File: src/rtl/alu_issue_stage.sv
// alu_issue_stage: ID/EX issue stage building SrcA/SrcB/ALUControl for the integer ALU.
// Optional macro ALU_ISSUE_SKID_EN adds a skid entry and makes in_ready registered.
module alu_issue_stage #(
    parameter int XLEN           = 32,
    parameter bit ILLEGAL_AS_NOP = 1'b1
) (
    input  logic            clk,
    input  logic            rst,
    input  logic            flush,
    input  logic            in_valid,
    output logic            in_ready,
    input  logic [31:0]     Instr,
    input  logic [XLEN-1:0] PC,
    input  logic [XLEN-1:0] RD1,
    input  logic [XLEN-1:0] RD2,
    output logic            out_valid,
    input  logic            out_ready,
    output logic [XLEN-1:0] SrcA,
    output logic [XLEN-1:0] SrcB,
    output logic [3:0]      ALUControl,
    output logic [XLEN-1:0] ImmOut,
    output logic [XLEN-1:0] PCOut,
    output logic [4:0]      Rd,
    output logic            RegWrite,
    output logic            Branch,
    output logic            BranchOnZero,
    output logic            IllegalInstr
);

    localparam logic [6:0] OPC_OP     = 7'b0110011;
    localparam logic [6:0] OPC_OPIMM  = 7'b0010011;
    localparam logic [6:0] OPC_LUI    = 7'b0110111;
    localparam logic [6:0] OPC_AUIPC  = 7'b0010111;
    localparam logic [6:0] OPC_BRANCH = 7'b1100011;

    localparam logic [6:0] F7_ZERO = 7'b0000000;
    localparam logic [6:0] F7_ALT  = 7'b0100000;

    localparam logic [3:0] ALU_ADD  = 4'b0000;
    localparam logic [3:0] ALU_SUB  = 4'b1000;

    typedef struct packed {
        logic [XLEN-1:0] src_a;
        logic [XLEN-1:0] src_b;
        logic [XLEN-1:0] imm;
        logic [XLEN-1:0] pc;
        logic [3:0]      alu_ctrl;
        logic [4:0]      rd;
        logic            reg_write;
        logic            branch;
        logic            br_on_zero;
        logic            illegal;
    } issue_t;

    logic [6:0]      opcode;
    logic [2:0]      funct3;
    logic [6:0]      funct7;
    logic [4:0]      rd_f;
    logic [XLEN-1:0] imm_i;
    logic [XLEN-1:0] imm_u;
    logic [XLEN-1:0] imm_b;
    logic            is_op;
    logic            is_opimm;
    logic            is_lui;
    logic            is_auipc;
    logic            is_branch;
    logic            legal;
    logic            unused_rs1;
    issue_t          dec;

    assign opcode = Instr[6:0];
    assign funct3 = Instr[14:12];
    assign funct7 = Instr[31:25];
    assign rd_f   = Instr[11:7];

    // rs1 arrives as RD1, so its index field is not needed here
    assign unused_rs1 = ^Instr[19:15];

    assign imm_i = {{(XLEN-12){Instr[31]}}, Instr[31:20]};
    assign imm_u = {Instr[31:12], 12'b0};
    assign imm_b = {{(XLEN-13){Instr[31]}}, Instr[31], Instr[7],
                    Instr[30:25], Instr[11:8], 1'b0};

    assign is_op     = (opcode == OPC_OP);
    assign is_opimm  = (opcode == OPC_OPIMM);
    assign is_lui    = (opcode == OPC_LUI);
    assign is_auipc  = (opcode == OPC_AUIPC);
    assign is_branch = (opcode == OPC_BRANCH);

    // Decode the incoming instruction into an issue payload
    always_comb begin
        dec   = '0;
        legal = 1'b0;
        unique case (1'b1)
            is_op: begin
                legal = (funct7 == F7_ZERO) ||
                        ((funct7 == F7_ALT) &&
                         ((funct3 == 3'b000) || (funct3 == 3'b101)));
                dec.src_a     = RD1;
                dec.src_b     = RD2;
                dec.alu_ctrl  = {Instr[30], funct3};
                dec.rd        = rd_f;
                dec.reg_write = 1'b1;
            end
            is_opimm: begin
                if (funct3 == 3'b001) begin
                    legal = (funct7 == F7_ZERO);
                end else if (funct3 == 3'b101) begin
                    legal = (funct7 == F7_ZERO) || (funct7 == F7_ALT);
                end else begin
                    legal = 1'b1;
                end
                dec.src_a     = RD1;
                dec.src_b     = imm_i;
                dec.imm       = imm_i;
                dec.alu_ctrl  = {(funct3 == 3'b101) & Instr[30], funct3};
                dec.rd        = rd_f;
                dec.reg_write = 1'b1;
            end
            is_lui: begin
                legal         = 1'b1;
                dec.src_a     = '0;
                dec.src_b     = imm_u;
                dec.imm       = imm_u;
                dec.alu_ctrl  = ALU_ADD;
                dec.rd        = rd_f;
                dec.reg_write = 1'b1;
            end
            is_auipc: begin
                legal         = 1'b1;
                dec.src_a     = PC;
                dec.src_b     = imm_u;
                dec.imm       = imm_u;
                dec.alu_ctrl  = ALU_ADD;
                dec.rd        = rd_f;
                dec.reg_write = 1'b1;
            end
            is_branch: begin
                legal          = (funct3[2:1] != 2'b01);
                dec.src_a      = RD1;
                dec.src_b      = RD2;
                dec.imm        = imm_b;
                dec.branch     = 1'b1;
                dec.alu_ctrl   = funct3[2] ? {3'b001, funct3[1]} : ALU_SUB;
                dec.br_on_zero = ~(funct3[2] ^ funct3[0]);
            end
            default: begin
                legal = 1'b0;
            end
        endcase
        dec.pc = PC;
        if (!legal) begin
            dec         = '0;
            dec.pc      = PC;
            dec.illegal = 1'b1;
        end
        if (dec.rd == 5'd0) begin
            dec.reg_write = 1'b0;
        end
    end

    logic   take;
    logic   issue;
    logic   out_valid_q;
    logic   out_valid_d;
    issue_t out_q;
    issue_t out_d;

    assign take  = in_valid && in_ready && !flush;
    assign issue = take && (ILLEGAL_AS_NOP || !dec.illegal);

`ifdef ALU_ISSUE_SKID_EN
    logic   skid_valid_q;
    logic   skid_valid_d;
    issue_t skid_q;
    issue_t skid_d;

    assign in_ready = !skid_valid_q;

    // Two-entry queue: output slot refills from skid first to keep order
    always_comb begin
        out_valid_d  = out_valid_q;
        out_d        = out_q;
        skid_valid_d = skid_valid_q;
        skid_d       = skid_q;
        if (!out_valid_q || out_ready) begin
            if (skid_valid_q) begin
                out_valid_d  = 1'b1;
                out_d        = skid_q;
                skid_valid_d = 1'b0;
            end else begin
                out_valid_d = issue;
                if (issue) begin
                    out_d = dec;
                end
            end
        end else if (issue) begin
            skid_valid_d = 1'b1;
            skid_d       = dec;
        end
        if (flush) begin
            out_valid_d  = 1'b0;
            skid_valid_d = 1'b0;
        end
    end

    // Skid entry registers
    always_ff @(posedge clk or posedge rst) begin
        if (rst) begin
            skid_valid_q <= 1'b0;
            skid_q       <= '0;
        end else begin
            skid_valid_q <= skid_valid_d;
            skid_q       <= skid_d;
        end
    end
`else
    assign in_ready = flush || !out_valid_q || out_ready;

    // Single entry: a capture replaces the accepted entry with no bubble
    always_comb begin
        out_valid_d = out_valid_q;
        out_d       = out_q;
        if (out_ready) begin
            out_valid_d = 1'b0;
        end
        if (issue) begin
            out_valid_d = 1'b1;
            out_d       = dec;
        end
        if (flush) begin
            out_valid_d = 1'b0;
        end
    end
`endif

    // Output entry registers
    always_ff @(posedge clk or posedge rst) begin
        if (rst) begin
            out_valid_q <= 1'b0;
            out_q       <= '0;
        end else begin
            out_valid_q <= out_valid_d;
            out_q       <= out_d;
        end
    end

    assign out_valid    = out_valid_q;
    assign SrcA         = out_q.src_a;
    assign SrcB         = out_q.src_b;
    assign ALUControl   = out_q.alu_ctrl;
    assign ImmOut       = out_q.imm;
    assign PCOut        = out_q.pc;
    assign Rd           = out_q.rd;
    assign RegWrite     = out_q.reg_write;
    assign Branch       = out_q.branch;
    assign BranchOnZero = out_q.br_on_zero;
    assign IllegalInstr = out_q.illegal;

endmodule
File: config.mk
export PLATFORM = sky130hd
export DESIGN_NAME = alu_issue_stage
export DESIGN_NICKNAME = d
export VERILOG_FILES = /design/src/rtl/alu_issue_stage.sv
export SDC_FILE = /design/constraint.sdc
export NUM_CORES = 1
export LEC_CHECK = 0
export BUFFER_PORTS_ARGS = -buffer_cell sky130_fd_sc_hd__buf_2
export CAP_MARGIN = 20
export CORE_MARGIN = 1.5
export CORE_UTILIZATION = 25
export CTS_CLUSTER_DIAMETER = 40
export CTS_CLUSTER_SIZE = 40
export DETAILED_ROUTE_END_ITERATION = 8
export SETUP_SLACK_MARGIN = 0.2
export SYNTH_ARGS = -nofsm -noshare
export SYNTH_HDL_FRONTEND = slang
export SYNTH_SLANG_ARGS = --single-unit
File: constraint.sdc
create_clock -name clk -period 4.05 [get_ports clk]
set_clock_uncertainty 0.05 [all_clocks]
set_input_delay 0.2025 -clock clk [delete_from_list [all_inputs] [get_ports clk]]
set_output_delay 0.2025 -clock clk [all_outputs]
set_load 0.005 [all_outputs]
==> out/metrics.cfg, run 1 <==
[synth]
synth-seq-cells = 142
synth_ff_type = dfrtp_1
synth-seq-area-share_pct = 54.29
ys.warnings.count = 0
async_flop_share_pct = 100.0
synth_cell_types = 47
synth.cell_area_um2 = 6545
syn_inst = 603
syn_area_per_cell_um2 = 10.85
synth_fp_nets = 736
synth-edff-count = 0

[floorplanning]
core_um2 = 25910
start_util_pct = 25.26
die_y_um = 164.8
die_w_um = 164.8
core.rowCount = 59
pin_count = 276
die_area_um2 = 27160

[power_and_ir_drop]
p_int_mw = 2.691
p_switching_uw = 922.8
max-vdd-ir-drop_mv = 0.2169
switching_share_pct = 25.53
comb_power_share_pct = 11.7
p_leak_nw = 4.271
power_density_nw_per_um2 = 390.3
pwr-share-clk_pct = 46.7
p_seq_share_pct = 41.6

[grt]
top_usage_layer = met2
grt_use_total_pct = 16.67
grt.met2_usage_pct = 27.35
met3_usage_pct = 3.842
grt_max_degree = 84
grt_pass1_vias = 6018
antenna_found_initial = 3
grt-ovfl-total = 0
grt_pass1_wl_mm = 34.40
use_met1_pct = 21.08

[timing]
min_period_ps = 2671
tightest_slew_ps = 1004
rsz0062_at_grt = false
hold_viol = 0
finalSetupViolCount = 0
fmax_mhz = 374.4
drv_slew = 0
min_period_over_period_pct = 65.94
relSlewSlack_pct = 32.89
tns_ps = 0

[clock_tree]
ctsResizeCount = 0
clock-sinks = 142
cts_max_path_buffers = 2
insertion_delay_ps = 420
numCtsBuffers = 17
cts_tree = built
cts_setup_buffers = 0
cts_root_buf = clkbuf_16
cts_max_level = 4
clk_pin_slew_worst_paths_ps = 60
holdBufCountCts = 36

[routing]
drtAntennaViolNets = 0
drc = 0
drt-pass1-iter-count = 8
vias = 6249
drt-initial-drc-count = 602
wire_per_inst_um = 18.69
routed_wl_mm = 23.16
vias_per_cell = 5.044

[critical_path]
worstPathRequired_ps = 4340
crit_chain = dlygate4sd3_1, buf_2, nor2b_1, nand3_1, a21oi_2, a21bo_2, buf_12, a21oi_1
critical_path_class = in -> reg
worst-path-max-fanout = 27
end_kind = flip-flop
cp_data_arrival_time_ps = 2960
cp_slowest_cell = dlygate4sd3_1
cpPeakStageDelay_ps = 530
start_kind = primary input

[layout]
final_util_pct = 35.74
fin_cells = 1239
num-nets-final = 1021
areaGrowthSynthToFinish_pct = 41.48
fill_cells = 2584
drive_above_1_share_pct = 41.95

[placement]
dp.cells = 1168
routabilityCongestion = 0.7740
port_buffers = 275
hpwl_mm = 15.96

[run]
maxCapViolCount = 0

[run_status]
status = finished, final reports clean

[worst_hold_path]
hold_path.class = in -> reg

-- Yosys cell counts, types with 3 or more instances --
master    number  area (um2)
a22o_1         7       61.31
a31oi_1       21       131.4
o21ai_0       56       280.3
mux2_2        32       360.4
a32o_1        26       260.3
nor3_1         4       20.02
clkbuf_1      47       176.4
dfrtp_1      142        3553
nor2b_1        5       31.28
a22oi_1       17       127.6
buf_2          5       25.02
nor2_1         4       15.01
nand3_1        3       15.01
a222oi_1      32       320.3
nand2b_1       6       37.54
nand2_1       99       371.6
a21oi_4       10       162.7
a21oi_1       47       235.2
o31ai_1        5       37.54
-- power by group through the flow --
stage	Combinational [mW]	Sequential [mW]	Clock [mW]
4_1_cts	0.427	1.50	1.75
3_5_place_dp	0.399	1.53	0
2_1_floorplan	0.185	1.53	0
6_report	0.422	1.50	1.69
3_3_place_gp	0.396	1.53	0
5_1_grt	0.460	1.51	1.79
-- per-stage QoR --
step | cell area (um2) | hold WS [ps] | power, mW | worst slack (ps)
floorplan | 6549 | 285.2 | 1.720 | 2020
global placement | 8268 | 138.9 | 1.923 | 1450
detailed placement | 8268 | 135.5 | 1.928 | 1389
CTS | 9253 | 1.323 | 3.678 | 1445
global route | 9258 | 16.20 | 3.758 | 1195
finish | 9260 | 15.70 | 3.614 | 1379
-- cell type report --
cell class                 instances  area, um2  share of cell area, %
clock buffer                      20      466.7                  5.040
sequential                       142       3553                  38.37
tap                              335      419.2                  4.526
antenna                            3      7.507                0.08107
inverter                           2      11.26                 0.1216
timing repair buffer             322       1857                  20.05
clock inverter                    12      157.7                  1.702
multi-input combinational        403       2788                  30.10
-- flip-flops by register name (all words and copies together) (netlist names) --
signal        flops
IllegalInstr      1
out_valid         1
BranchOnZero      1
ImmOut           32
SrcA             32
PCOut            32
SrcB             32
RegWrite          1
ALUControl        4
Rd                5
Branch            1
-- layer usage --
layer / share of wire [%] / up-vias / wire length (um)
met4: 2.1 / 0 / 495
met3: 7.2 / 32 / 1674
met2: 48 / 294 / 11140
met1: 43 / 3075 / 9852
met5: 0 / - / 0
li1: - / 2848 / -
-- placed cells by master (no fill, tap or decap), types with 17 or more instances in the layout --
master         synthesis  final
clkbuf_16              0     17
a222oi_1              32     32
buf_2                  5    275
a31oi_1               21     21
dlygate4sd3_1          0     36
mux2_2                32     32
dfrtp_1              142    142
a22oi_1               17     17
a32o_1                26     26
a21oi_1               47     45
o21ai_0               56     56
nand2_1               99     98
-- critical path: cells and delay by family --
family	cells	cell delay, ps
buffers and inverters	3	930
AOI/OAI and AO/OA	3	1040
and+or+nand+nor	2	730
-- path summary, 6_finish.rpt --
check                      startpoint        end  slack [ps]  cells past startpoint
setup / recovery                flush   SrcA[24]        1380                      8
hold / removal                 PC[28]  PCOut[28]          20                      2
setup reg to reg            out_valid   SrcA[24]        1640                      6
hold reg to reg               SrcB[3]    SrcB[3]         420                      2
max in group asynchronous         rst   SrcB[28]        2760                      4
min in group asynchronous         rst   SrcA[14]         230                      3
-- cells by family (layout without fill, tap and decap cells) --
group | Yosys count | count (layout) | share of synthesized area [%]
buffers and inverters | 58 | 356 | 3.766
muxes | 32 | 32 | 5.506
other | 0 | 3 | 0
AOI/OAI and AO/OA | 231 | 231 | 26.25
and+or+nand+nor | 138 | 138 | 9.922
xor gates and xnor gates | 2 | 2 | 0.2677
DFF | 142 | 142 | 54.29
(Power assumes the default switching activity.)
==> inputs of run 2 (changes only) <==
clock period = 2.15 ns   (was 4.05 ns; I/O delays follow)
==> run 2 against run 1 <==
Net effect:
- first-iteration DRC count is 4.8% lower
- total power rose by 93%
- die area did not move
- final cell count up 6.5%
- non-clock buffer count rose by 82
- critical path depth stayed put
- final area is 9.4% higher
- clock power is 90% higher
- register-to-register slack lost 1300 ps
- sequential power increased by 89%
- largest power group unchanged
==> out/metrics.cfg, run 2 (same netlist as run 1, synthesis figures left out) <==
[run_status]
status = finished, final reports clean

[clock_tree]
clk_pin_slew_worst_paths_ps = 60
insertion_delay_ps = 420
cts_root_buf = clkbuf_16
clock-sinks = 142
cts_tree = built
cts_max_level = 4
numCtsBuffers = 17
cts_max_path_buffers = 2

[grt]
grt_pass1_vias = 6531
grt_use_total_pct = 17.82
grt_max_degree = 74
top_usage_layer = met2
grt_pass1_wl_mm = 36.70
met3_usage_pct = 3.842
grt-ovfl-total = 0
grt.met2_usage_pct = 30.60
antenna_found_initial = 1
use_met1_pct = 22.15

[critical_path]
worst-path-max-fanout = 71
cp_data_arrival_time_ps = 2090
start_kind = primary input
r2r_setup_slack_ps = 340
critical_path_class = in -> reg
r2r-end = SrcB[3]
worst-r2r-cell-count = 6
reg2reg_from = out_valid
worstPathRequired_ps = 2390
end_kind = flip-flop

[layout]
multi_input_area_um2 = 2800
final_util_pct = 39.10
regArea_um2 = 3553
layout_commonest_cell = buf_2
areaGrowthSynthToFinish_pct = 54.79
final_cell_mix = buf_2 (275), dfrtp_1 (142), nand2_1 (98)
finish.instance_area_um2 = 10130
fill_cells = 2562
num-nets-final = 1103
fin_cells = 1319
drive_above_1_share_pct = 40.79

[timing]
finalSetupViolCount = 0
tightest_slew_ps = 982.5
fmax_mhz = 540.6
relSlewSlack_pct = 34.35
drv_slew = 0
rsz0062_at_grt = false
min_period_over_period_pct = 86.04
min_period_ps = 1850
hold_viol = 0

[floorplanning]
pin_count = 276
die_w_um = 164.8
core_um2 = 25910
core.rowCount = 59
die_area_um2 = 27160
start_util_pct = 25.26
die_y_um = 164.8

[placement]
dp.cells = 1189
postPlaceCellArea_um2 = 8513
hpwl_mm = 16.50
routabilityCongestion = 0.7748
port_buffers = 275

[power_and_ir_drop]
switching_share_pct = 25.60
p_seq_share_pct = 40.6
max-vdd-ir-drop_mv = 0.4052
p_switching_mw = 1.787
comb_power_share_pct = 13.4
pwr-share-clk_pct = 46.0
power_mw = 6.981
power_density_nw_per_um2 = 689.1
p_leak_nw = 4.662
p_int_mw = 5.194

[routing]
drtAntennaViolNets = 0
vias_per_cell = 5.014
wire_per_inst_um = 18.87
vias = 6613
drt-initial-drc-count = 573
drt-pass1-iter-count = 6
routed_wl_mm = 24.90
drc = 0

[worst_hold_path]
min_from = Instr[29]
holdPathStages = 2
hold_end = ImmOut[9]
hold_path.class = in -> reg

[run]
maxCapViolCount = 0

[run 2: cell count changes in the layout (fill, tap and decap cells not counted), moves of 2 or more]
| cell | before | now |
|---|---|---|
| buf_12 | 3 | 10 |
| buf_4 | 8 | 23 |
| clkbuf_8 | 3 | 0 |
| clkinv_2 | 2 | 4 |
| diode_2 | 3 | 1 |
| dlygate4sd3_1 | 36 | 95 |
| o21ai_0 | 56 | 53 |
| o21ai_1 | 2 | 5 |
[run 2: worst max-delay path by stage]
stage	cells past startpoint	from	end
4_1_cts	8	Instr[3]	SrcB[9]
3_5_place_dp	6	Instr[5]	SrcA[7]
3_3_place_gp	7	Instr[25]	SrcB[6]
2_1_floorplan	1	rst	ALUControl[0]
5_1_grt	8	flush	SrcA[18]
6_report	8	flush	SrcA[7]
[run 2: cell type report]
type / instances / share of cell area (%)
diodes: 1 / 0.02470
clock buffers: 18 / 4.236
clock inverters: 14 / 1.877
inverters: 2 / 0.1112
multi-input cells: 403 / 27.64
flip-flops and latches: 142 / 35.07
well taps: 335 / 4.137
repair buffers: 404 / 26.90
[run 2: what timing repair did]
item,CTS,global route
endpoints found under the setup margin,0,22
setup buffers,0,1
resized for setup,0,5
hold endpoints to repair,113,0
hold buffers,95,0
[run 2: metal layers]
layer  share of wire (%)  vias up
met3                 6.8       23
met1                  41     3257
met4                 1.6        0
li1                    -     3024
met2                  51      309
met5                   0        -
[run 2: stage by stage]
step           hold slack (ps)  TNS [ps]  setup slack [ps]
2_1_floorplan            190.2         0             215.4
3_3_place_gp             95.98         0             98.40
3_5_place_dp             93.89    -22.75            -12.08
4_1_cts                  2.436         0             277.2
5_1_grt                  19.03         0             236.3
6_report                 28.43         0             300.1
[run 2: worst max-delay path: stages]
cell           delay, ps
dlygate4sd3_1        530
buf_2                120
nor2b_1              280
buf_4                200
nand2_4               80
buf_12               210
a222oi_1             470
a21oi_4               30
[run 2: power groups by stage]
| stage | Sequential (mW) | Combinational [mW] | Clock, mW |
|---|---|---|---|
| floorplan | 2.89 | 0.349 | 0 |
| global placement | 2.87 | 0.792 | 0 |
| detailed placement | 2.88 | 0.801 | 0 |
| CTS | 2.83 | 0.936 | 3.31 |
| global route | 2.85 | 1.02 | 3.39 |
| finish | 2.84 | 0.936 | 3.21 |
==> inputs of run 3 (changes only) <==
CORE_UTILIZATION = 44   (was 25)
PLACE_DENSITY = 0.77   (was unset)
==> run 3 against run 2 <==
Net effect:
- final cell count down 12%
- sequential power hardly changed
- critical path depth is the same
- sequential share of layout area increased by 0.88 points
- largest cell class unchanged
- largest power group unchanged
- highest routed layer unchanged
==> out/metrics.cfg, run 3 (same netlist as run 1, synthesis figures left out) <==
[routing]
drt-initial-drc-count = 745
routed_wl_mm = 22.65
wire_per_inst_um = 19.46
vias_per_cell = 5.842
vias = 6800
drtAntennaViolNets = 0
drt-pass1-iter-count = 9
drc = 0

[power_and_ir_drop]
comb_power_share_pct = 13.1
p_leak_nw = 4.660
power_mw = 7.035
switching_share_pct = 23.43
p_int_mw = 5.386
p_switching_mw = 1.649
pwr-share-clk_pct = 46.5
power_density_nw_per_um2 = 711.9
max-vdd-ir-drop_mv = 0.6560
p_seq_share_pct = 40.4

[worst_hold_path]
hold_path.class = in -> reg

[timing]
tightest_slew_ps = 593.8
min_period_over_period_pct = 86.39
finalSetupViolCount = 0
drv_slew = 0
fmax_mhz = 538.4
setup_ws_ps = 292.7
rsz0062_at_grt = false
hold_viol = 0
tns_ps = 0
hold_ws_ps = 12.51
min_period_ps = 1857
relSlewSlack_pct = 60.33

[placement]
postPlaceCellArea_um2 = 8287
routabilityCongestion = 0.8986
port_buffers = 275
dp.cells = 1040
dp_slack_ps = 120.5
hpwl_mm = 14.28

[critical_path]
endpoint = SrcA[28]
startpoint = Instr[12]
worstPathRequired_ps = 2380
start_kind = primary input
worst-r2r-cell-count = 6
worst-path-max-fanout = 32
cp_data_arrival_time_ps = 2090
critical_path_class = in -> reg
r2r_setup_slack_ps = 450
end_kind = flip-flop
r2r-end = SrcB[3]
reg2reg_from = out_valid

[run_status]
status = finished, final reports clean

[clock_tree]
clk_pin_slew_worst_paths_ps = 60
clock-sinks = 142
numCtsBuffers = 17
cts_max_level = 4
cts_root_buf = clkbuf_16
insertion_delay_ps = 410
cts_max_path_buffers = 2
cts_tree = built
cts_setup_buffers = 0

[layout]
fill_cells = 1080
diodes = 0
regArea_um2 = 3553
areaGrowthSynthToFinish_pct = 50.98
num-nets-final = 1102
final_util_pct = 67.99
multi_input_area_um2 = 2775
final_cell_mix = buf_2 (275), dfrtp_1 (142), nand2_1 (98)
drive_above_1_share_pct = 40.71
layout_commonest_cell = buf_2
finish.instance_area_um2 = 9882
fin_cells = 1164

[floorplanning]
core.rowCount = 44
die_w_um = 125.0
core_um2 = 14530
start_util_pct = 45.03
die_y_um = 125.0
pin_count = 276
die_area_um2 = 15620

[grt]
grt-ovfl-total = 0
met3_usage_pct = 6.846
grt_max_degree = 73
grt_pass1_vias = 6904
grt.met2_usage_pct = 49.21
antenna_found_initial = 0
top_usage_layer = met2
use_met1_pct = 35.72
grt_use_total_pct = 28.93
grt_pass1_wl_mm = 36.29

[run]
maxCapViolCount = 0

[run 3: cell count changes in the layout (fill, tap and decap cells not counted), sizes merged]
cell	delta
buf	+1
bufinv	+1
clkbuf	+1
clkinv	-3
clkinvlp	-1
diode	-1
dlygate4sd3	-1
inv	-1
[run 3: cell type report]
type | count | area share [%]
timing repair buffer | 403 | 26.92
clock buffer | 20 | 4.723
sequential | 142 | 35.96
multi-input combinational | 403 | 28.08
inverter | 2 | 0.1140
tap | 184 | 2.330
clock inverter | 10 | 1.874
[run 3: power groups by stage]
stage / Sequential, mW / Combinational [mW] / Clock, mW
after CTS: 2.83 / 0.895 / 3.31
after floorplan: 2.89 / 0.349 / 0
after global placement: 2.88 / 0.749 / 0
after detailed placement: 2.88 / 0.762 / 0
after global routing: 2.85 / 0.988 / 3.44
final: 2.84 / 0.921 / 3.27
[run 3: timing repair]
item | CTS | global route
endpoints found under the setup margin | 0 | 24
hold buffers | 94 | 0
resized for setup | 0 | 2
hold endpoints to repair | 116 | 0
[run 3: worst max-delay path, cell delays in order]
cell	delay [ps]
dlygate4sd3_1	520
buf_2	160
nor2b_1	210
o221ai_2	140
a31oi_4	330
a21bo_2	240
buf_12	230
a21oi_1	100
[run 3: metal layers]
| layer | up-vias | share of wire (%) |
|---|---|---|
| li1 | 3011 | - |
| met1 | 3282 | 37 |
| met2 | 447 | 51 |
| met3 | 60 | 8.8 |
| met4 | 0 | 2.8 |
| met5 | - | 0 |
[run 3: worst min path at each step]
| stage | end | start | slack [ps] | cells after the start |
|---|---|---|---|---|
| after floorplan | Rd[0] | Instr[7] | 190 | 1 |
| after global placement | RegWrite | rst | 150 | 2 |
| after detailed placement | Rd[3] | rst | 150 | 2 |
| after CTS | ALUControl[2] | Instr[3] | 0.5 | 4 |
| after global routing | SrcA[0] | RD1[0] | 10 | 3 |
| final | SrcA[0] | RD1[0] | 10 | 3 |
